File: config.mk
export PLATFORM = sky130hd
export DESIGN_NAME = pipe_stage_skid
export DESIGN_NICKNAME = d
export VERILOG_FILES = /design/src/rtl/pipe_stage_skid.sv
export SDC_FILE = /design/constraint.sdc
export NUM_CORES = 1
export LEC_CHECK = 0
export ABC_AREA = 1
export CAP_MARGIN = 40
export CORE_ASPECT_RATIO = 1.75
export CORE_MARGIN = 8
export CORE_UTILIZATION = 40
export DETAILED_ROUTE_END_ITERATION = 8
export GPL_TIMING_DRIVEN = 0
export PLACE_DENSITY_LB_ADDON = 0.3
export SETUP_SLACK_MARGIN = 0.2
export SLEW_MARGIN = 20
export SYNTH_ARGS = -nofsm -noshare
export SYNTH_HDL_FRONTEND = slang
export SYNTH_SLANG_ARGS = --single-unit
File: constraint.sdc
create_clock -name clk -period 10.19 [get_ports clk]
set_input_delay 2.038 -clock clk [delete_from_list [all_inputs] [get_ports clk]]
set_output_delay 2.038 -clock clk [all_outputs]
set_load 0.03 [all_outputs]
File: src/rtl/pipe_stage_skid.sv
// pipe_stage_skid: valid/ready pipeline register with 2-entry skid buffer, registered in_ready and flush; PIPE_STAGE_PERF_EN adds perf counters
module pipe_stage_skid #(
    parameter int                DATA_W             = 128,
    parameter int                CTRL_W             = 16,
    parameter logic [CTRL_W-1:0] CTRL_RST           = '0,
    parameter bit                ZERO_DATA_ON_FLUSH = 1'b1
) (
    input  logic              clk,
    input  logic              rst,
    input  logic              flush,
    input  logic              in_valid,
    output logic              in_ready,
    input  logic [DATA_W-1:0] in_data,
    input  logic [CTRL_W-1:0] in_ctrl,
    output logic              out_valid,
    input  logic              out_ready,
    output logic [DATA_W-1:0] out_data,
    output logic [CTRL_W-1:0] out_ctrl
`ifdef PIPE_STAGE_PERF_EN
    ,
    output logic [31:0]       perf_stall_cnt,
    output logic [31:0]       perf_bubble_cnt,
    output logic [15:0]       perf_flush_cnt
`endif
);
    logic              main_v_q, main_v_d, skid_v_q, skid_v_d;
    logic [DATA_W-1:0] main_data_q, main_data_d, skid_data_q, skid_data_d;
    logic [CTRL_W-1:0] main_ctrl_q, main_ctrl_d, skid_ctrl_q, skid_ctrl_d;
    logic              accept, main_free;

    assign in_ready  = ~skid_v_q;
    assign out_valid = main_v_q;
    assign out_ctrl  = main_v_q ? main_ctrl_q : CTRL_RST;
    assign out_data  = (ZERO_DATA_ON_FLUSH && !main_v_q) ? '0 : main_data_q;
    assign accept    = in_valid & ~skid_v_q;
    assign main_free = ~main_v_q | out_ready;

    // next entry state: skid drains into main first, so ordering stays FIFO; flush kills both entries
    always_comb begin
        main_v_d    = main_v_q;
        main_data_d = main_data_q;
        main_ctrl_d = main_ctrl_q;
        skid_v_d    = skid_v_q;
        skid_data_d = skid_data_q;
        skid_ctrl_d = skid_ctrl_q;
        if (flush) begin
            main_v_d = 1'b0;
            skid_v_d = 1'b0;
        end else if (main_free) begin
            if (skid_v_q) begin
                main_v_d    = 1'b1;
                main_data_d = skid_data_q;
                main_ctrl_d = skid_ctrl_q;
                skid_v_d    = 1'b0;
            end else begin
                main_v_d = accept;
                if (accept) begin
                    main_data_d = in_data;
                    main_ctrl_d = in_ctrl;
                end
            end
        end else if (accept) begin
            skid_v_d    = 1'b1;
            skid_data_d = in_data;
            skid_ctrl_d = in_ctrl;
        end
    end

    // entry registers; reset drops everything at once
    always_ff @(posedge clk or posedge rst) begin
        if (rst) begin
            main_v_q    <= 1'b0;
            main_data_q <= '0;
            main_ctrl_q <= CTRL_RST;
            skid_v_q    <= 1'b0;
            skid_data_q <= '0;
            skid_ctrl_q <= CTRL_RST;
        end else begin
            main_v_q    <= main_v_d;
            main_data_q <= main_data_d;
            main_ctrl_q <= main_ctrl_d;
            skid_v_q    <= skid_v_d;
            skid_data_q <= skid_data_d;
            skid_ctrl_q <= skid_ctrl_d;
        end
    end

`ifdef PIPE_STAGE_PERF_EN
    logic [31:0] stall_cnt_q, stall_cnt_d, bubble_cnt_q, bubble_cnt_d;
    logic [15:0] flush_cnt_q, flush_cnt_d;

    assign perf_stall_cnt  = stall_cnt_q;
    assign perf_bubble_cnt = bubble_cnt_q;
    assign perf_flush_cnt  = flush_cnt_q;

    // wrapping event counters; flush does not clear them
    always_comb begin
        stall_cnt_d  = stall_cnt_q + 32'(main_v_q & ~out_ready);
        bubble_cnt_d = bubble_cnt_q + 32'(~main_v_q & out_ready);
        flush_cnt_d  = flush_cnt_q + 16'(flush);
    end

    // counter registers
    always_ff @(posedge clk or posedge rst) begin
        if (rst) begin
            stall_cnt_q  <= '0;
            bubble_cnt_q <= '0;
            flush_cnt_q  <= '0;
        end else begin
            stall_cnt_q  <= stall_cnt_d;
            bubble_cnt_q <= bubble_cnt_d;
            flush_cnt_q  <= flush_cnt_d;
        end
    end
`endif
endmodule

== Word level (Yosys, flattened, before mapping) ==
Index checks and enable logic that the tools add are counted.

* Output and inout bits: 146
* Register bits: 290
* Input port bits: 149
* Word-level logic and storage cells: 29

* Muxes and demuxes: 12
* Bitwise logic cells: 6
* Reductions and logical operators: 5

{| class="wikitable"
|+ Operators with widths
! operator !! number
|-
| 2-to-1 mux 128 bit || 3
|-
| 2-to-1 mux 16 bit || 3
|-
| 2-to-1 mux 1 bit || 6
|-
| AND reduction 3 bit || 2
|-
| inverter 1 bit || 4
|-
| nonzero test 2 bit || 2
|-
| nonzero test 3 bit || 1
|-
| AND 1 bit || 1
|-
| OR 1 bit || 1
|}

== Depth between registers and ports, before layout ==
* Depth after elaboration: 5
* Mapped depth: 9
* Mapped depth without buffers: 5

== Worst setup path after synthesis ==
No wires, ideal clock.

* Kind: reg-to-output
* Start point: register main_v_q, in the netlist out_valid
* End point: output port out_data[100]
* Path slack: 6.675 ns
* Required time: 8.152 ns
* Buffers on the path: 3
* Stages on the path, launching flop included: 6
* Data arrival time: 1.477 ns
* Cells stage by stage: dfrtp_1 buf_2 buf_2 buf_1 nand2_1 inv_1

* Longest elaborated chain between the ends: 1

{| class="wikitable"
|+ Ends and longest elaborated chain
! item !! RTL line !! RTL
|-
| start: declaration || 26 || <nowiki>logic main_v_q, main_v_d, skid_v_q, skid_v_d;</nowiki>
|-
| start signal: assignment || 79 || <nowiki>main_v_q <= main_v_d;</nowiki>
|-
| 2-to-1 mux 128 bit || 34 || <nowiki>assign out_data = (ZERO_DATA_ON_FLUSH && !main_v_q) ? '0 : main_data_q;</nowiki>
|-
| end: declaration || 17 || <nowiki>output logic [DATA_W-1:0] out_data,</nowiki>
|}

Every way passes these cells.

== Worst setup path after layout ==
* Start point: register main_v_q, in the netlist out_valid
* End point: output port out_ctrl[10]

* Longest elaborated chain between the ends: 1

{| class="wikitable"
|+ Ends and longest elaborated chain
! item !! RTL line !! RTL
|-
| 2-to-1 mux 16 bit || 33 || <nowiki>assign out_ctrl = main_v_q ? main_ctrl_q : CTRL_RST;</nowiki>
|-
| end: declaration || 18 || <nowiki>output logic [CTRL_W-1:0] out_ctrl</nowiki>
|}

Every way passes these cells.

==> results by group <==
Run status
  • Status: finished clean

Clock tree
  • H-tree depth: 1
  • Total CTS buffers: 28
  • Clock Tree Buf Depth: 3
  • Hold Buf Count CTS: 0
  • CTS tree: yes
  • Clk Latency, worst-skew pair: 0.55 ns
  • Clk pin slew, worst setup/hold paths: 0.06 ns
  • Clock net sink count: 290
  • Resized cells post-CTS: 0
  • CTS root buf: clkbuf_16
  • Postcts setup bufs: 0

Worst hold path
  • Hold depth: 2
  • Worst min-delay path class: reg2reg
  • Hold Path End: skid_data_q[84]
  • Hold path start: skid_data_q[84]

STA
  • Final setup vio count: 0
  • Fin. Hold Viols: 0
  • Tcrit/Tclk final: 0.515
  • Hold slack: 0.470 ns
  • Final Slew Violations: 0
  • Total negative slack: 0 ns
  • Tmin final: 5.24 ns
  • Clk_skew: 0.0113 ns
  • Worst-Margin Slew: 0.792 ns
  • RSZ-0062 raised after global routing: false
  • Max_slew headroom: 0.472
  • Fmax achieved: 191 MHz

Setup path
  • R2R cell count: 8
  • WP data arrival: 3.21 ns
  • Worst-path fanout max: 10
  • Crit-path slowest cell: clkdlybuf4s50_1
  • Kind of critical path: reg2out
  • Reg-to-reg endpoint: skid_data_q[121]
  • WP depth: 6
  • Reg2reg setup slack: 7.92 ns
  • Critical Path End Type: output pin
  • Startpoint Class: register
  • FF-to-FF Start: out_valid
  • Most frequent CP cell: buf_2
  • Top delay family on crit path: buffers and inverters
  • WP buf/inv: 5
  • Critical Path Max Stage Delay: 0.67 ns
  • CP Cell Sequence: buf_2 -> buf_2 -> clkbuf_1 -> nand2_1 -> inv_1 -> clkdlybuf4s50_1
  • WP data required: 8.15 ns

Finish
  • Final Instance Area: 18900 um^2
  • Area Growth Syn to Fin: 32.8%
  • Final #Nets: 2514
  • Share of layout cells above drive strength 1: 0.0508
  • Fin cells: 2852

Floorplan
  • Top Ports: 295
  • Die H: 266 um
  • Die Area: 42200 um^2
  • Core ar.: 35200 um^2
  • Die X: 159 um
  • Site Rows: 91
  • Starting Density: 0.405

Global route
  • Global-route wire length before repair: 72800 um
  • GR Util All Layers: 0.213
  • Initial antenna violation count: 8
  • Total gr overflow: 0
  • Vias in the first global route: 14100
  • Largest net degree at the start of global routing: 34

Routing
  • First-pass detailed-route iteration total: 7
  • Antenna-violating nets left: 0
  • DRC Markers: 0
  • Detailed Route WL: 45600 um
  • Via count: 13900
  • Initial drt markers: 772
  • Routed WL per cell: 16.0 um
  • Via density per instance: 4.87

Logic synthesis
  • Mux contribution to synthesized area: 0
  • Post-Synth XOR/XNOR Area: 0
  • Main combinational cell family by area after synthesis: simple AND/OR/NAND/NOR gates
  • Syn avg cell area: 7.02 um^2
  • Syn Nets: 2179
  • Register area share after synthesis: 0.509
  • Area of the mapped netlist: 14300 um^2
  • Post-Synth Adder-Cell Area: 0
  • Flops & latches, synth: 290
  • Synthesized instance count: 2030
  • Post-synthesis compound-gate area fraction: 0.000351
  • Ys Warns: 0
  • Simple-gate share of the synthesized area: 0.408
  • Unique masters post-synth: 16

Pwr
  • Power after layout: 3.19 mW
  • Static Leak: 10.8 nW
  • Peak VDD IR: 0.198 mV
  • Pwr per Cell Area: 169 nW/um^2

Place
  • Dpl hpwl: 34500 um
  • Buffers on Ports: 294
  • GPL Wtd Cong: 0.864
  • DP Area: 18000 um^2
  • DP Cell Count: 2800

Job
  • Max-cap violation count: 0
-- layout make-up --
type	count	area, um^2
inverter	150	567
antenna	3	7.51
sequential	290	7260
multi-input combinational	1451	5830
timing repair buffer	305	3150
clock inverter	8	95.1
clock buffer	41	831
fill	3362	16200
buffer	139	611
tap	465	582
-- synthesized netlist by cell type, drive strengths merged --
library cell / n / area (um^2)
nand3: 290 / 1460
a21oi: 1 / 5.00
nor2: 5 / 31.3
buf: 71 / 355
nand2: 1154 / 4330
inv: 150 / 563
clkbuf: 68 / 255
dfrtp: 290 / 7260
nor3: 1 / 5.00
-- through the flow --
| step | util | worst slack (ns) |
|---|---|---|
| final | 0.538 | 4.95 |
| after global routing | 0.538 | 4.81 |
| after CTS | 0.538 | 4.90 |
| after detailed placement | 0.512 | 5.50 |
| after global placement | 0.506 | 2.29 |
| after floorplan | - | 4.30 |
-- layout by cell type (no fill, tap or decap), types with 2 or more instances in the layout --
cell type and instances:
buf_6 2, diode_2 3, inv_2 2, buf_12 10, clkdlybuf4s50_1 294, dfrtp_1 290, clkbuf_8 6, nor2_2 2
nor2_1 2, buf_2 56, clkinvlp_4 3, buf_4 3, bufinv_16 2, buf_1 11, clkbuf_16 29, clkbuf_1 74
inv_1 147, nand3_1 289, clkinv_2 4, nand2_1 1154
-- worst max-delay path by stage --
stage                    from              end
global route        out_valid     out_ctrl[10]
global placement          rst  skid_data_q[54]
CTS                 out_valid     out_ctrl[10]
detailed placement  out_valid     out_ctrl[10]
floorplan                 rst   main_ctrl_q[0]
finish              out_valid     out_ctrl[10]
-- flip-flops by register name (all words and copies together), names as in the netlist --
name and cells:
skid_ctrl_q 16, skid_v_q 1, skid_data_q 128, main_data_q 128
out_valid 1, main_ctrl_q 16
-- kinds of logic after synthesis --
logic type             Yosys count
AOI/OAI and AO/OA                1
buffers and inverters          289
DFF                            290
and+or+nand+nor               1450
-- layer usage --
layer / vias to the layer above / global-route usage / routed length (um)
met5: - / 0 / 66
met2: 447 / 0.385 / 23600
met4: 10 / 0.111 / 2180
met1: 6484 / 0.233 / 17100
met3: 118 / 0.0404 / 2670
li1: 6822 / - / -
-- where the power goes --
part	total, mW	switching (mW)	leakage, nW	internal [mW]
Combinational	0.639	0.380	6.66	0.259
Clock	1.06	0.446	0.452	0.613
Sequential	1.50	0.124	3.64	1.37
-- worst reg2reg max path, stage by stage, from the launching register on --
cell and delay [ns]:
dfrtp_1 0.36, buf_2 0.39, inv_1 0.08, nor2_1 0.09, nand3_1 0.47, buf_2 0.41
buf_2 0.21, nand2_1 0.08, nand2_1 0.05
(Power assumes the default switching activity.)
==> patch, RTL diff (same settings) <==
The parameter `ZERO_DATA_ON_FLUSH` goes from 1'b1 to 1'b0.
--- a/src/rtl/pipe_stage_skid.sv
+++ b/src/rtl/pipe_stage_skid.sv
@@ -4,5 +4,5 @@
     parameter int                CTRL_W             = 16,
     parameter logic [CTRL_W-1:0] CTRL_RST           = '0,
-    parameter bit                ZERO_DATA_ON_FLUSH = 1'b1
+    parameter bit                ZERO_DATA_ON_FLUSH = 1'b0
 ) (
     input  logic              clk,
Formal check against the unedited RTL: not equivalent (Yosys sat finds a counterexample within 4 cycles, from zero or initial values and one cycle with rst high).
==> patch against the unedited design <==
Routed wire length decreased by 4.8%; first-iteration DRC count decreased by 14%; synthesized cell count decreased by 13%; total power increased by 4.7%; clock skew increased by 0.00081 ns; synthesized area decreased by 7.0%; non-clock buffer count decreased by 15; design area decreased by 5.7%; hold slack about the same; sequential cell count unchanged; register-to-register slack improved by 0.23 ns; setup slack improved by 0.71 ns.
==> patch: results (changes against the unedited design) <==
asr flop ratio synth=100.0% (unchanged); vias in the first global route=12550 (-11%); CP endpoint=out_ctrl[12]; initial DRC count=661 (-14%); Filler cells=3065 (-8.8%); Slew headroom=62.38% (+15 points); Clk pin slew, worst setup/hold paths=0.06 ns (about the same); register area share after synthesis=54.71% (+3.8 points); outcome=complete, no violations; H-tree depth=1 (unchanged); nets@finish=2244 (-11%); worst skew pair latency=0.55 ns (about the same); Hold Crit Class=flip-flop to flip-flop; warnings from Yosys=0 (unchanged); VDD IR max=0.0001312 V (-34%); Post-synth top cells=1025 x nand2_1, 290 x dfrtp_1, 288 x nand3_1, 61 x clkbuf_1, 50 x buf_2; Post-Route WL=43.39 mm (-4.8%); Syn Nets=1909 (-12%); CTS buffer count=29 (+3.6%); GRT Resource Usage Total=21.63% (+0.36 points); DPL Wire Length=32.90 mm (-4.5%); Max Buffers Root-to-Sink=3 (unchanged); largest fanout on the critical path=10 (unchanged); crit path from=out_valid$_DFFE_PP0P_; FF-to-FF End=skid_data_q[98]$_DFFE_PP0P_; worst reg2reg path depth=6 (-2); gpl congestion=0.8650 (about the same); initial antenna violation count=3 (-5); First-pass DRT Iterations=7 (unchanged); flop2flop setup slack=8.15 ns (+0.23 ns); share of cells above drive strength 1=5.624% (+0.55 points); Port Buffers=294 (unchanged); post-synthesis cell type count=16 (unchanged); Gates resized, CTS repair=0 (unchanged); Vias=12461 (-10%); worst r2r src=skid_v_q$_DFFE_PP0P_; top post-synthesis cells by area=dfrtp_1 55%, nand2_1 29%, nand3_1 11%; critical path arrival=2.49 ns (-0.72 ns); Post-Route Skew=0.01215 ns (+0.0008064 ns); root buf cell=clkbuf_16; ys flop type=dfrtp_1; largest net degree at the start of global routing=34 (unchanged); global-route wire length before repair=68.84 mm (-5.4%); leakage power total=9.423 nW (-12%); post-CTS setup buffer count=0 (unchanged)
==> patch: changes by cell type after synthesis, moves of 2 or more <==
| cell | change |
|---|---|
| inv_1 | -129 |
| nand2_1 | -129 |
| clkbuf_1 | -7 |
| buf_2 | -6 |
| buf_1 | -2 |
| nor2_2 | -2 |
| nor2_4 | +2 |
==> patch: cell families (layout without fill, tap and decap cells) <==
family	after synthesis	after routing	share of synthesized area [%]
AO/OA/AOI/OAI	1	1	0.03770
other	0	3	0
buffers and inverters	147	503	4.830
AND/OR/NAND/NOR	1322	1322	40.42
flip-flops	290	290	54.71
==> patch: per-layer routing <==
metal,share of wire [%],track usage [%],vias to the layer above,routed length (µm)
met5,0,0,-,0
met4,3.3,7.983,0,1411
met3,6.0,4.062,69,2603
met2,52,39.73,365,22580
met1,39,24.35,5881,16790
li1,-,-,6146,-
==> patch: critical path, cell delays in order (launching register included) <==
cell and delay, ns:
dfrtp_1 0.34, buf_2 0.26, buf_1 0.43, nand2_1 0.12, inv_1 0.09, clkdlybuf4s50_1 0.68
==> patch: worst min path at each step <==
stage,slack (ns),cells after the start,start,end
final,0.47,2,skid_data_q[3]$_DFFE_PP0P_,skid_data_q[3]$_DFFE_PP0P_
after global routing,0.48,2,skid_data_q[77]$_DFFE_PP0P_,skid_data_q[77]$_DFFE_PP0P_
after CTS,0.47,2,skid_ctrl_q[12]$_DFFE_PP0P_,skid_ctrl_q[12]$_DFFE_PP0P_
after detailed placement,0.46,2,skid_data_q[96]$_DFFE_PP0P_,skid_data_q[96]$_DFFE_PP0P_
after floorplan,0.44,2,skid_data_q[100]$_DFFE_PP0P_,skid_data_q[100]$_DFFE_PP0P_
after global placement,0.45,2,skid_data_q[94]$_DFFE_PP0P_,skid_data_q[94]$_DFFE_PP0P_
==> patch: power by group <==
group	internal (W)	switching, W	total (W)
Combinational	0.000320	0.000467	0.000787
Sequential	0.00137	0.000122	0.00149
Clock	0.000597	0.000466	0.00106
Total	0.00229	0.00105	0.00334
==> patch: final cells by class <==
type / count / share of cell area (%)
repair buffers: 304 / 17.68
flip-flops and latches: 290 / 40.64
inverters: 22 / 0.4834
plain buffers: 125 / 3.125
clock buffers: 40 / 4.463
multi-input cells: 1323 / 30.05
diodes: 3 / 0.04204
clock inverters: 12 / 0.6796
well taps: 405 / 2.838
==> patch: per-stage QoR <==
stage               cells  cell area, µm²  setup slack, ns  hold slack, ns  power [W]
finish               2524           17860            5.660          0.4698   0.003343
CTS                  2521           17850            5.560          0.4733   0.003380
global route         2524           17860            5.454          0.4809   0.003508
global placement     2459           16720            2.156          0.4530   0.002278
floorplan            1760           13270            4.305          0.4417   0.001935
detailed placement   2469           16930            5.989          0.4580   0.002307
